### config.mk
export PLATFORM = sky130hd
export DESIGN_NAME = decode_ctrl_pipe
export DESIGN_NICKNAME = d
export VERILOG_FILES = /design/src/rtl/decode_pkg.sv /design/src/rtl/decode_ctrl_pipe_comb.sv /design/src/rtl/decode_ctrl_pipe.sv
export SDC_FILE = /design/constraint.sdc
export NUM_CORES = 1
export LEC_CHECK = 0
export ABC_CLOCK_PERIOD_IN_PS = 800
export CAP_MARGIN = 10
export CORE_ASPECT_RATIO = 0.75
export CORE_UTILIZATION = 43
export DETAILED_ROUTE_END_ITERATION = 8
export PLACE_DENSITY = 0.91
export SLEW_MARGIN = 20
export SYNTH_ARGS = -nofsm -noshare
export SYNTH_HDL_FRONTEND = slang
export SYNTH_SLANG_ARGS = --single-unit
### constraint.sdc
create_clock -name clk -period 0.8 [get_ports clk]
set_input_delay 0.08 -clock clk [delete_from_list [all_inputs] [get_ports clk]]
set_output_delay 0.08 -clock clk [all_outputs]
set_load 0.01 [all_outputs]
### src/rtl/decode_pkg.sv
// -----------------------------------------------------------------------------
// decode_pkg
// Shared definitions for the RV32 decode/control stage: opcode constants,
// control-field encodings and the packed control bundle that travels from the
// combinational decoder into the E-stage register.
// Optional feature macro: DECODE_MULDIV_EN (M-extension encodings).
// -----------------------------------------------------------------------------
package decode_pkg;

   localparam logic [6:0] OP_R      = 7'b0110011;
   localparam logic [6:0] OP_I      = 7'b0010011;
   localparam logic [6:0] OP_LOAD   = 7'b0000011;
   localparam logic [6:0] OP_STORE  = 7'b0100011;
   localparam logic [6:0] OP_BRANCH = 7'b1100011;
   localparam logic [6:0] OP_LUI    = 7'b0110111;
   localparam logic [6:0] OP_AUIPC  = 7'b0010111;
   localparam logic [6:0] OP_JAL    = 7'b1101111;
   localparam logic [6:0] OP_JALR   = 7'b1100111;

   localparam logic [6:0] F7_BASE   = 7'b0000000;
   localparam logic [6:0] F7_ALT    = 7'b0100000;
   localparam logic [6:0] F7_MULDIV = 7'b0000001;

   typedef enum logic [4:0] {
      ALU_ADD    = 5'b00000,
      ALU_SUB    = 5'b00001,
      ALU_AND    = 5'b00010,
      ALU_OR     = 5'b00011,
      ALU_SLT    = 5'b00101,
      ALU_SLL    = 5'b00110,
      ALU_SRL    = 5'b00111,
      ALU_XOR    = 5'b01000,
      ALU_SLTU   = 5'b01001,
      ALU_SRA    = 5'b01010,
      ALU_LUI    = 5'b01011,
      ALU_AUIPC  = 5'b01100,
      ALU_MUL    = 5'b10000,
      ALU_MULH   = 5'b10001,
      ALU_MULHSU = 5'b10010,
      ALU_MULHU  = 5'b10011,
      ALU_DIV    = 5'b10100,
      ALU_DIVU   = 5'b10101,
      ALU_REM    = 5'b10110,
      ALU_REMU   = 5'b10111
   } alu_ctrl_t;

   typedef enum logic [2:0] {
      IMM_NONE = 3'b000,
      IMM_I    = 3'b001,
      IMM_S    = 3'b010,
      IMM_B    = 3'b011,
      IMM_U    = 3'b100,
      IMM_J    = 3'b101
   } imm_src_t;

   typedef enum logic [1:0] {
      RES_ALU = 2'b00,
      RES_MEM = 2'b01,
      RES_PC4 = 2'b10
   } result_src_t;

   typedef enum logic [1:0] {
      ST_WORD = 2'b00,
      ST_HALF = 2'b01,
      ST_BYTE = 2'b10
   } store_src_t;

   typedef struct packed {
      logic        reg_write;
      logic        mem_write;
      logic        jump;
      logic        branch;
      logic        alu_src;
      logic        alu_src_a;
      logic        sum_src;
      logic        illegal;
      result_src_t result_src;
      imm_src_t    imm_src;
      alu_ctrl_t   alu_ctrl;
      store_src_t  store_src;
      logic [2:0]  type_branch;
      logic [2:0]  load_part;
   } ctrl_bundle_t;

   // Store width from funct3 (000 byte, 001 half, 010 word).
   function automatic store_src_t store_src_of(input logic [2:0] f3);
      case (f3)
         3'b000:  return ST_BYTE;
         3'b001:  return ST_HALF;
         default: return ST_WORD;
      endcase
   endfunction

endpackage

### src/rtl/decode_ctrl_pipe_comb.sv
// -----------------------------------------------------------------------------
// decode_comb
// Purely combinational RV32 instruction decoder.
//   i_instr   : 32-bit instruction word
//   o_ctrl    : decoded control bundle (all-zero except illegal=1 on bad input)
//   o_is_mul  : legal MUL* encoding (only with DECODE_MULDIV_EN)
//   o_is_div  : legal DIV*/REM* encoding (only with DECODE_MULDIV_EN)
// Optional feature macro: DECODE_MULDIV_EN.
// -----------------------------------------------------------------------------
module decode_comb
   import decode_pkg::*;
(
   input  logic [31:0]  i_instr,
   output ctrl_bundle_t o_ctrl,
   output logic         o_is_mul,
   output logic         o_is_div
);

   logic [6:0]   w_op;
   logic [2:0]   w_f3;
   logic [6:0]   w_f7;
   logic         w_bad;
   logic         w_mul;
   logic         w_div;
   ctrl_bundle_t w_raw;
   logic         w_unused_fields;

   assign w_op = i_instr[6:0];
   assign w_f3 = i_instr[14:12];
   assign w_f7 = i_instr[31:25];

   // Register specifiers are consumed by the register file, not here.
   assign w_unused_fields = ^{i_instr[24:15], i_instr[11:7]};

   always_comb begin
      w_raw = '0;
      w_bad = 1'b0;
      w_mul = 1'b0;
      w_div = 1'b0;
      case (w_op)
         OP_R: begin
            w_raw.reg_write = 1'b1;
            if (w_f7 == F7_BASE) begin
               case (w_f3)
                  3'b000:  w_raw.alu_ctrl = ALU_ADD;
                  3'b001:  w_raw.alu_ctrl = ALU_SLL;
                  3'b010:  w_raw.alu_ctrl = ALU_SLT;
                  3'b011:  w_raw.alu_ctrl = ALU_SLTU;
                  3'b100:  w_raw.alu_ctrl = ALU_XOR;
                  3'b101:  w_raw.alu_ctrl = ALU_SRL;
                  3'b110:  w_raw.alu_ctrl = ALU_OR;
                  default: w_raw.alu_ctrl = ALU_AND;
               endcase
            end else if (w_f7 == F7_ALT && w_f3 == 3'b000) begin
               w_raw.alu_ctrl = ALU_SUB;
            end else if (w_f7 == F7_ALT && w_f3 == 3'b101) begin
               w_raw.alu_ctrl = ALU_SRA;
`ifdef DECODE_MULDIV_EN
            end else if (w_f7 == F7_MULDIV) begin
               // MUL..REMU map to 10000..10111 in funct3 order.
               w_raw.alu_ctrl = alu_ctrl_t'({2'b10, w_f3});
               w_mul = ~w_f3[2];
               w_div = w_f3[2];
`endif
            end else begin
               w_bad = 1'b1;
            end
         end
         OP_I: begin
            w_raw.reg_write = 1'b1;
            w_raw.alu_src   = 1'b1;
            w_raw.imm_src   = IMM_I;
            case (w_f3)
               3'b000: w_raw.alu_ctrl = ALU_ADD;
               3'b010: w_raw.alu_ctrl = ALU_SLT;
               3'b011: w_raw.alu_ctrl = ALU_SLTU;
               3'b100: w_raw.alu_ctrl = ALU_XOR;
               3'b110: w_raw.alu_ctrl = ALU_OR;
               3'b111: w_raw.alu_ctrl = ALU_AND;
               3'b001: begin
                  w_raw.alu_ctrl = ALU_SLL;
                  w_bad = (w_f7 != F7_BASE);
               end
               default: begin
                  if (w_f7 == F7_BASE)     w_raw.alu_ctrl = ALU_SRL;
                  else if (w_f7 == F7_ALT) w_raw.alu_ctrl = ALU_SRA;
                  else                     w_bad = 1'b1;
               end
            endcase
         end
         OP_LOAD: begin
            w_raw.reg_write  = 1'b1;
            w_raw.alu_src    = 1'b1;
            w_raw.imm_src    = IMM_I;
            w_raw.result_src = RES_MEM;
            w_raw.alu_ctrl   = ALU_ADD;
            w_raw.load_part  = w_f3;
            w_bad = (w_f3 == 3'b011) || (w_f3 == 3'b110) || (w_f3 == 3'b111);
         end
         OP_STORE: begin
            w_raw.mem_write = 1'b1;
            w_raw.alu_src   = 1'b1;
            w_raw.imm_src   = IMM_S;
            w_raw.alu_ctrl  = ALU_ADD;
            w_raw.store_src = store_src_of(w_f3);
            w_bad = (w_f3 > 3'b010);
         end
         OP_BRANCH: begin
            w_raw.branch      = 1'b1;
            w_raw.imm_src     = IMM_B;
            w_raw.type_branch = w_f3;
            case (w_f3)
               3'b000, 3'b001: w_raw.alu_ctrl = ALU_ADD;
               3'b100, 3'b101: w_raw.alu_ctrl = ALU_SLT;
               3'b110, 3'b111: w_raw.alu_ctrl = ALU_SLTU;
               default:        w_bad = 1'b1;
            endcase
         end
         OP_LUI: begin
            w_raw.reg_write = 1'b1;
            w_raw.alu_src   = 1'b1;
            w_raw.imm_src   = IMM_U;
            w_raw.alu_ctrl  = ALU_LUI;
         end
         OP_AUIPC: begin
            // Operand A is the PC for AUIPC.
            w_raw.reg_write = 1'b1;
            w_raw.alu_src   = 1'b1;
            w_raw.alu_src_a = 1'b1;
            w_raw.imm_src   = IMM_U;
            w_raw.alu_ctrl  = ALU_AUIPC;
         end
         OP_JAL: begin
            w_raw.reg_write  = 1'b1;
            w_raw.jump       = 1'b1;
            w_raw.imm_src    = IMM_J;
            w_raw.result_src = RES_PC4;
         end
         OP_JALR: begin
            // Target adder uses rs1 instead of PC.
            w_raw.reg_write  = 1'b1;
            w_raw.jump       = 1'b1;
            w_raw.alu_src    = 1'b1;
            w_raw.sum_src    = 1'b1;
            w_raw.imm_src    = IMM_I;
            w_raw.result_src = RES_PC4;
            w_bad = (w_f3 != 3'b000);
         end
         default: w_bad = 1'b1;
      endcase
      if (i_instr[1:0] != 2'b11) w_bad = 1'b1;
   end

   // An illegal word collapses to a clean all-zero bundle with only the flag set.
   always_comb begin
      o_ctrl   = w_raw;
      o_is_mul = w_mul;
      o_is_div = w_div;
      if (w_bad) begin
         o_ctrl         = '0;
         o_ctrl.illegal = 1'b1;
         o_is_mul       = 1'b0;
         o_is_div       = 1'b0;
      end
   end

endmodule

### src/rtl/decode_ctrl_pipe.sv
// -----------------------------------------------------------------------------
// decode_ctrl_pipe
// Registered D->E control stage of the RV32 pipeline with valid/ready
// handshake, stall/flush handling and illegal-instruction flagging.
//   clk, rst_n          : clock, asynchronous active-low reset
//   instr_i/_valid_i    : instruction word from IF/ID and its valid
//   instr_ready_o       : stage accepts instr_i this cycle
//   stall_i / flush_i   : hold E register / kill D contents (flush wins)
//   valid_e, *_e        : registered E-stage control bundle
//   muldiv_busy_o       : multi-cycle M op still occupying execute
// Optional feature macro: DECODE_MULDIV_EN (M-extension decode plus a 4-bit
// occupancy counter loaded with MUL_LAT-1 / DIV_LAT-1 on accept).
// -----------------------------------------------------------------------------
module decode_ctrl_pipe
   import decode_pkg::*;
#(
   parameter int MUL_LAT = 2,
   parameter int DIV_LAT = 8
)(
   input  logic        clk,
   input  logic        rst_n,
   input  logic [31:0] instr_i,
   input  logic        instr_valid_i,
   output logic        instr_ready_o,
   input  logic        stall_i,
   input  logic        flush_i,
   output logic        valid_e,
   output logic        reg_write_e,
   output logic        mem_write_e,
   output logic        jump_e,
   output logic        branch_e,
   output logic        alu_src_e,
   output logic        alu_src_a_e,
   output logic        sum_src_e,
   output logic        illegal_e,
   output logic [1:0]  result_src_e,
   output logic [2:0]  imm_src_e,
   output logic [4:0]  alu_ctrl_e,
   output logic [1:0]  store_src_e,
   output logic [2:0]  type_branch_e,
   output logic [2:0]  load_part_e,
   output logic        muldiv_busy_o
);

   localparam logic [3:0] MUL_LOAD = 4'(MUL_LAT - 1);
   localparam logic [3:0] DIV_LOAD = 4'(DIV_LAT - 1);

   ctrl_bundle_t w_ctrl;
   logic         w_is_mul;
   logic         w_is_div;
   logic         w_busy;
   logic         w_accept;

   ctrl_bundle_t r_ctrl;
   logic         r_valid;

   decode_comb u_decode (
      .i_instr  (instr_i),
      .o_ctrl   (w_ctrl),
      .o_is_mul (w_is_mul),
      .o_is_div (w_is_div)
   );

   assign instr_ready_o = ~stall_i & ~w_busy;
   assign w_accept      = instr_valid_i & instr_ready_o;

   // D -> E register boundary
   always_ff @(posedge clk or negedge rst_n) begin
      if (!rst_n) begin
         r_valid <= 1'b0;
         r_ctrl  <= '0;
      end else if (flush_i) begin
         r_valid <= 1'b0;
         r_ctrl  <= '0;
      end else if (!stall_i) begin
         r_valid <= w_accept;
         r_ctrl  <= w_accept ? w_ctrl : '0;
      end
   end

`ifdef DECODE_MULDIV_EN
   logic [3:0] r_busy_cnt;

   // Occupancy counter: only ever loaded when idle, since accept needs !busy.
   always_ff @(posedge clk or negedge rst_n) begin
      if (!rst_n) begin
         r_busy_cnt <= 4'd0;
      end else if (flush_i) begin
         r_busy_cnt <= 4'd0;
      end else if (w_accept && w_is_div) begin
         r_busy_cnt <= DIV_LOAD;
      end else if (w_accept && w_is_mul) begin
         r_busy_cnt <= MUL_LOAD;
      end else if (!stall_i && (r_busy_cnt != 4'd0)) begin
         r_busy_cnt <= r_busy_cnt - 4'd1;
      end
   end

   assign w_busy = (r_busy_cnt != 4'd0);
`else
   logic w_unused_muldiv;
   assign w_unused_muldiv = w_is_mul | w_is_div | (|MUL_LOAD) | (|DIV_LOAD);
   assign w_busy = 1'b0;
`endif

   assign muldiv_busy_o = w_busy;
   assign valid_e       = r_valid;
   assign reg_write_e   = r_ctrl.reg_write;
   assign mem_write_e   = r_ctrl.mem_write;
   assign jump_e        = r_ctrl.jump;
   assign branch_e      = r_ctrl.branch;
   assign alu_src_e     = r_ctrl.alu_src;
   assign alu_src_a_e   = r_ctrl.alu_src_a;
   assign sum_src_e     = r_ctrl.sum_src;
   assign illegal_e     = r_ctrl.illegal;
   assign result_src_e  = r_ctrl.result_src;
   assign imm_src_e     = r_ctrl.imm_src;
   assign alu_ctrl_e    = r_ctrl.alu_ctrl;
   assign store_src_e   = r_ctrl.store_src;
   assign type_branch_e = r_ctrl.type_branch;
   assign load_part_e   = r_ctrl.load_part;

endmodule
=== Word-level counts from Yosys, hierarchy flattened ===
Cells that the tools add are included.

* Bits in registers: 27
* Bits of input ports: 37
* Output and inout bits: 29
* Logic and storage cells: 92

* Magnitude comparators: 1
* Equality and inequality tests: 19
* Multiplexer cells: 37
* Bitwise gates (word level): 2
* Reduce and logical (&&, ||, !) cells: 18

{| class="wikitable"
|+ Operator list
! kind !! number
|-
| two-way mux 26 bit || 4
|-
| case mux 5 bit (7 select lines) || 1
|-
| == test 7 x 6 -> 1 bit, second input constant || 4
|-
| case mux 4 bit (7 select lines) || 1
|-
| case mux 5 bit (5 select lines) || 1
|-
| == test 7 bit, second input constant || 3
|-
| OR reduction 6 bit || 3
|-
| two-way mux 1 bit || 16
|-
| two-way mux 4 bit || 4
|-
| case mux 3 bit (5 select lines) || 1
|-
| == test 7 x 5 -> 1 bit, second input constant || 2
|-
| == test 3 bit, second input constant || 4
|-
| case mux 2 bit (2 select lines) || 2
|-
| case mux 4 bit (2 select lines) || 1
|-
| OR reduction 2 bit || 4
|-
| == test 7 x 2 -> 1 bit, second input constant || 1
|-
| logical NOT 7 bit || 1
|-
| case mux 1 bit (7 select lines) || 1
|-
| nonzero test 7 bit || 1
|-
| OR reduction 7 bit || 1
|-
| == test 3 x 2 -> 1 bit, second input constant || 2
|-
| two-way mux 3 bit || 2
|-
| OR reduction 3 bit || 2
|-
| two-way mux 5 bit || 1
|-
| other kinds (12) || 14
|}

=== Longest topological paths before layout ===
* Depth in word-level cells: 11
* Gate-level depth with buffers: 7
* Gate-level depth less buffers: 5

=== By module ===
From an unflattened synthesis, not the netlist that was laid out.

* Cells, all modules: 190
* Area total of the unflattened synthesis: 1814.2 µm²

{| class="wikitable"
|+ By module, submodules not included
! module !! times used !! cells an instance !! area an instance (µm²) !! sequential area each (µm²)
|-
| decode_ctrl_pipe || 1 || 70 || 1056.0 || 675.6
|-
| decode_comb || 1 || 120 || 758.2 || 0.0
|}

=== Worst setup path before layout ===
Ideal clock, no wire load.

* Path type: input to register
* Start: in instr_i[6]
* End: reg r_ctrl (netlist bit reg_write_e)
* Setup time: 122 ps
* Arrival: 1266 ps
* Required time: 678 ps
* Setup slack: -587 ps
* Cell stages on the path: 5
* Buffers on the path: 1
* Cells stage by stage: buf_2 and2b_1 nand3b_2 a311o_2 a32o_1

* Longest elaborated chain between the ends: 8
* Elaborated cells on any way between the ends: 18
* Classes of those cells: eq/ne (9); mux (7); reduce/logical (2)

{| class="wikitable"
|+ RTL lines
! what !! line !! RTL
|-
| start: declaration || decode_ctrl_pipe.sv:22 || <nowiki>input logic [31:0] instr_i,</nowiki>
|-
| == test 7 x 6 -> 1 bit (tied with other cells) || decode_ctrl_pipe_comb.sv:40 || <nowiki>case (w_op)</nowiki>
|-
| OR reduction 3 bit (no source line) || n/a ||
|-
| case mux 1 bit (7 select lines) || decode_ctrl_pipe_comb.sv:40 ||
|-
| two-way mux 1 bit || decode_ctrl_pipe_comb.sv:151 || <nowiki>if (i_instr[1:0] != 2'b11) w_bad = 1'b1;</nowiki>
|-
| two-way mux 26 bit (*) || decode_ctrl_pipe_comb.sv:159 || <nowiki>if (w_bad) begin</nowiki>
|-
| two-way mux 26 bit (*) || decode_ctrl_pipe.sv:77 || <nowiki>r_ctrl <= w_accept ? w_ctrl : '0;</nowiki>
|-
| two-way mux 26 bit (*) || decode_ctrl_pipe.sv:75 || <nowiki>end else if (!stall_i) begin</nowiki>
|-
| two-way mux 26 bit (*) || decode_ctrl_pipe.sv:72 || <nowiki>end else if (flush_i) begin</nowiki>
|-
| end signal: assignment || decode_ctrl_pipe.sv:77 ||
|-
| end: declaration || decode_ctrl_pipe.sv:54 || <nowiki>ctrl_bundle_t r_ctrl;</nowiki>
|}

Mark *: on every way between the ends. The rest lies on a longest branch, timed or not. The select of a mux whose other input is x is not followed.
A chain may end at the register's enable or synchronous reset.

=== Worst setup path in the final report ===
* Start: in instr_i[26]
* End: reg r_ctrl (netlist bit alu_ctrl_e[2])

* Longest elaborated chain between the ends: 11
* Elaborated cells on any way between the ends: 22
* Classes of those cells: eq/ne (1); mux (17); reduce/logical (4)

{| class="wikitable"
|+ RTL lines
! what !! line !! RTL
|-
| == test 7 x 6 -> 1 bit || decode_ctrl_pipe_comb.sv:54, decode_ctrl_pipe_comb.sv:56, decode_ctrl_pipe_comb.sv:86 ||
|-
| logical AND 1 bit || decode_ctrl_pipe_comb.sv:56 || <nowiki>end else if (w_f7 == F7_ALT && w_f3 == 3'b101) begin</nowiki>
|-
| two-way mux 1 bit || decode_ctrl_pipe_comb.sv:56 ||
|-
| two-way mux 1 bit || decode_ctrl_pipe_comb.sv:54 || <nowiki>end else if (w_f7 == F7_ALT && w_f3 == 3'b000) begin</nowiki>
|-
| two-way mux 1 bit || decode_ctrl_pipe_comb.sv:43 || <nowiki>if (w_f7 == F7_BASE) begin</nowiki>
|-
| case mux 1 bit (7 select lines) || decode_ctrl_pipe_comb.sv:40 ||
|-
| two-way mux 1 bit || decode_ctrl_pipe_comb.sv:151 ||
|-
| two-way mux 26 bit (*) || decode_ctrl_pipe_comb.sv:159 ||
|-
| two-way mux 26 bit (*) || decode_ctrl_pipe.sv:77 ||
|-
| two-way mux 26 bit (*) || decode_ctrl_pipe.sv:75 ||
|-
| two-way mux 26 bit (*) || decode_ctrl_pipe.sv:72 ||
|}

Marked as above.

==> flow_metrics.env <==
export IMPL_status="finished with violations"
export IMPL_violations="negative setup slack"
export IMPL_setup_viol=50
export IMPL_vias=2151
export IMPL_clkLatencyLatePin_ns=0.28
export IMPL_arrival_ns=1.49
export IMPL_wire_per_inst_um=20.7
export IMPL_clockRootBuffer="clkbuf_8"
export IMPL_ys_seq_area_frac=0.397
export IMPL_synthFlopType="dfrtp_1"
export IMPL_drc=0
export IMPL_layout_commonest_cell="buf_4"
export IMPL_antenna_found_initial=0
export IMPL_p_per_area_nw_per_um2=978
export IMPL_fin_area_um2=2920
export IMPL_ys_ff_latch=25
export IMPL_grt_max_degree=26
export IMPL_netlist_instances=182
export IMPL_nets=340
export IMPL_cp_start_kind="primary input"
export IMPL_io_buffers=48
export IMPL_drive_gt1_frac=0.556
export IMPL_cpPeakStageDelay_ns=0.42
export IMPL_stdcell_count=352
export IMPL_die_area_um2=3920
export IMPL_dp_hpwl_um=3740
export IMPL_dpl_cell_area_um2=2460
export IMPL_hold_ws_ns=0.0500
export IMPL_rows=18
export IMPL_core_um2=3400
export IMPL_slew_violations=0
export IMPL_crit_family="compound AO/OA/AOI/OAI gates"
export IMPL_synth_edf_count=0
export IMPL_drt_pre_antenna_iters=5
export IMPL_grt_ovfl_total=0
export IMPL_ys_warn_count=0
export IMPL_layout_common_cells="buf_4 (70), buf_2 (27), dfrtp_1 (25)"
export IMPL_fin_crit_ns=1.29
export IMPL_avgSynthCellArea_um2=8.66
export IMPL_path_cells="dlygate4sd2_1 -> nor4_4 -> a311o_2 -> o2111ai_4 -> o21ai_1"
export IMPL_area_delta_synth_final_pct=85.5
export IMPL_rsz0062_at_grt="true"
export IMPL_io_pins=66
export IMPL_drt_iter0_markers=238
export IMPL_critical_path_slowest_cell="nor4_4"
export IMPL_dp_cells=314
export IMPL_maxCapViolCount=0
export IMPL_initial_utilization=0.464
export IMPL_cp_required_ns=1.00
export IMPL_n_antenna_cell=0
export IMPL_place_congestion=1.00
export IMPL_postRouteAntennaNets=0
export IMPL_post_route_util=0.860
export IMPL_clk_pin_slew_worst_paths_ns=0.10
export IMPL_htreeDepth=1
export IMPL_vias_per_cell=6.11
export IMPL_worstHoldPathType="primary input to register"
export IMPL_final_hold_violation_count=0
export IMPL_wl_um=7300
export IMPL_grt_pass1_wl_um=9630
export IMPL_grt_use_total=0.338
export IMPL_clkSinkCount=25
export IMPL_clock_fmax_mhz=774
export IMPL_path_buf_inv=1
export IMPL_cts_tree="yes"
export IMPL_fp_dieH_um=54.4
export IMPL_grt_pass1_vias=1887
export IMPL_peakVddDrop_uv=1360
export IMPL_p_leak_nw=1.41
export IMPL_critPathKind="primary input to register"
export IMPL_cts_buffers=3
export IMPL_cp_max_fo=4
export IMPL_ys_types=49
export IMPL_power_mw=2.86
export IMPL_clockBufferDepth=2
export IMPL_finalCritPeriodShare=1.61
export IMPL_clock_skew_ns=0
export IMPL_die_w_um=71.9
export IMPL_ys_async_sr_fraction=1.00
export IMPL_setup_slack_ns=-0.492
export IMPL_syn_cell_area_um2=1580
export IMPL_end_kind="register"
==> tightest hold or removal path, cell delays in order <==
cell     delay [ns]
buf_2          0.09
mux2i_1        0.06
nor2_1         0.08
==> layer usage <==
layer / share of wire / vias up / global-route usage
li1: - / 900 / -
met1: 0.38 / 1020 / 0.421
met2: 0.46 / 183 / 0.558
met3: 0.11 / 48 / 0.0976
met4: 0.047 / 0 / 0.150
met5: 0 / - / 0
==> stage by stage <==
stage                     TNS [ns]  setup slack [ns]
after floorplan              -9.05            -0.515
after global routing        -12.73            -0.597
after CTS                    -8.98            -0.409
after detailed placement    -29.02             -1.16
final                       -11.18            -0.492
after global placement      -27.61             -1.06
==> power by group <==
| part | internal [mW] | switching, mW | leakage [nW] | total [mW] |
|---|---|---|---|---|
| Clock | 0.359 | 0.450 | 0.0228 | 0.809 |
| Sequential | 1.27 | 0.00562 | 0.348 | 1.27 |
| Combinational | 0.364 | 0.411 | 1.04 | 0.775 |
| Total | 1.99 | 0.867 | 1.41 | 2.86 |
==> final timing paths <==
check / to / startpoint / cells past startpoint / slack (ns)
max: alu_ctrl_e[2]$_DFFE_PN0P_ / instr_i[26] / 5 / -0.49
min: valid_e$_DFFE_PN0P_ / instr_valid_i / 3 / 0.05
max reg2reg: load_part_e[2]$_DFFE_PN0P_ / load_part_e[2]$_DFFE_PN0P_ / 3 / -0.16
min reg2reg: alu_src_a_e$_DFFE_PN0P_ / alu_src_a_e$_DFFE_PN0P_ / 2 / 0.52
max in group asynchronous: type_branch_e[0]$_DFFE_PN0P_ / rst_n / 2 / 0.50
min in group asynchronous: load_part_e[0]$_DFFE_PN0P_ / rst_n / 2 / 0.15
==> Yosys cell counts (2+ instances only) <==
cell type | number | area (µm²)
a32o_1 | 4 | 40.0
inv_1 | 4 | 15.0
a21oi_1 | 7 | 35.0
o21ai_0 | 13 | 65.1
o31ai_1 | 5 | 37.5
nand2b_1 | 3 | 18.8
clkbuf_1 | 4 | 15.0
nor4b_1 | 2 | 17.5
dfrtp_1 | 25 | 626
nand3b_1 | 4 | 30.0
a211oi_1 | 2 | 15.0
nor3b_1 | 3 | 22.5
nor3_1 | 5 | 25.0
buf_2 | 6 | 30.0
a22o_1 | 5 | 43.8
nor2_1 | 15 | 56.3
a311oi_1 | 3 | 26.3
nand2_1 | 24 | 90.1
nor4_1 | 2 | 12.5
o21ai_1 | 4 | 20.0
and3b_1 | 2 | 17.5
nor2b_1 | 7 | 43.8
buf_4 | 3 | 22.5
nand3_1 | 5 | 25.0
==> cell families after synthesis <==
group                     Yosys count  share of synthesized area
and+or+nand+nor                    82                      0.286
AOI/OAI and AO/OA                  53                      0.240
DFF                                25                      0.397
buffers and inverters              19                     0.0627
xor gates and xnor gates            1                    0.00556
muxes                               1                    0.00635
other                               1                    0.00238
==> sequential cells by signal, summed over array words and instances, names as in the netlist, 2 cells and up <==
name	cells
load_part_e	3
store_src_e	2
type_branch_e	3
result_src_e	2
imm_src_e	3
alu_ctrl_e	4
==> timing repair <==
item,CTS,global route
endpoints found under the hold margin,0,0
gates resized for setup,205,44
hold buffers,0,0
setup buffers,23,17
endpoints found under the setup margin,51,50
pin swaps,21,22
==> layout make-up <==
class                           count  area (µm²)
Multi-Input combinational cell    139        1140
Timing Repair Buffer              130        1040
Sequential cell                    25         626
Fill cell                         174         477
Tap cell                           50        62.6
Clock buffer                        4        45.0
Inverter                            4        15.0
Power figures use the tool's default switching activity.
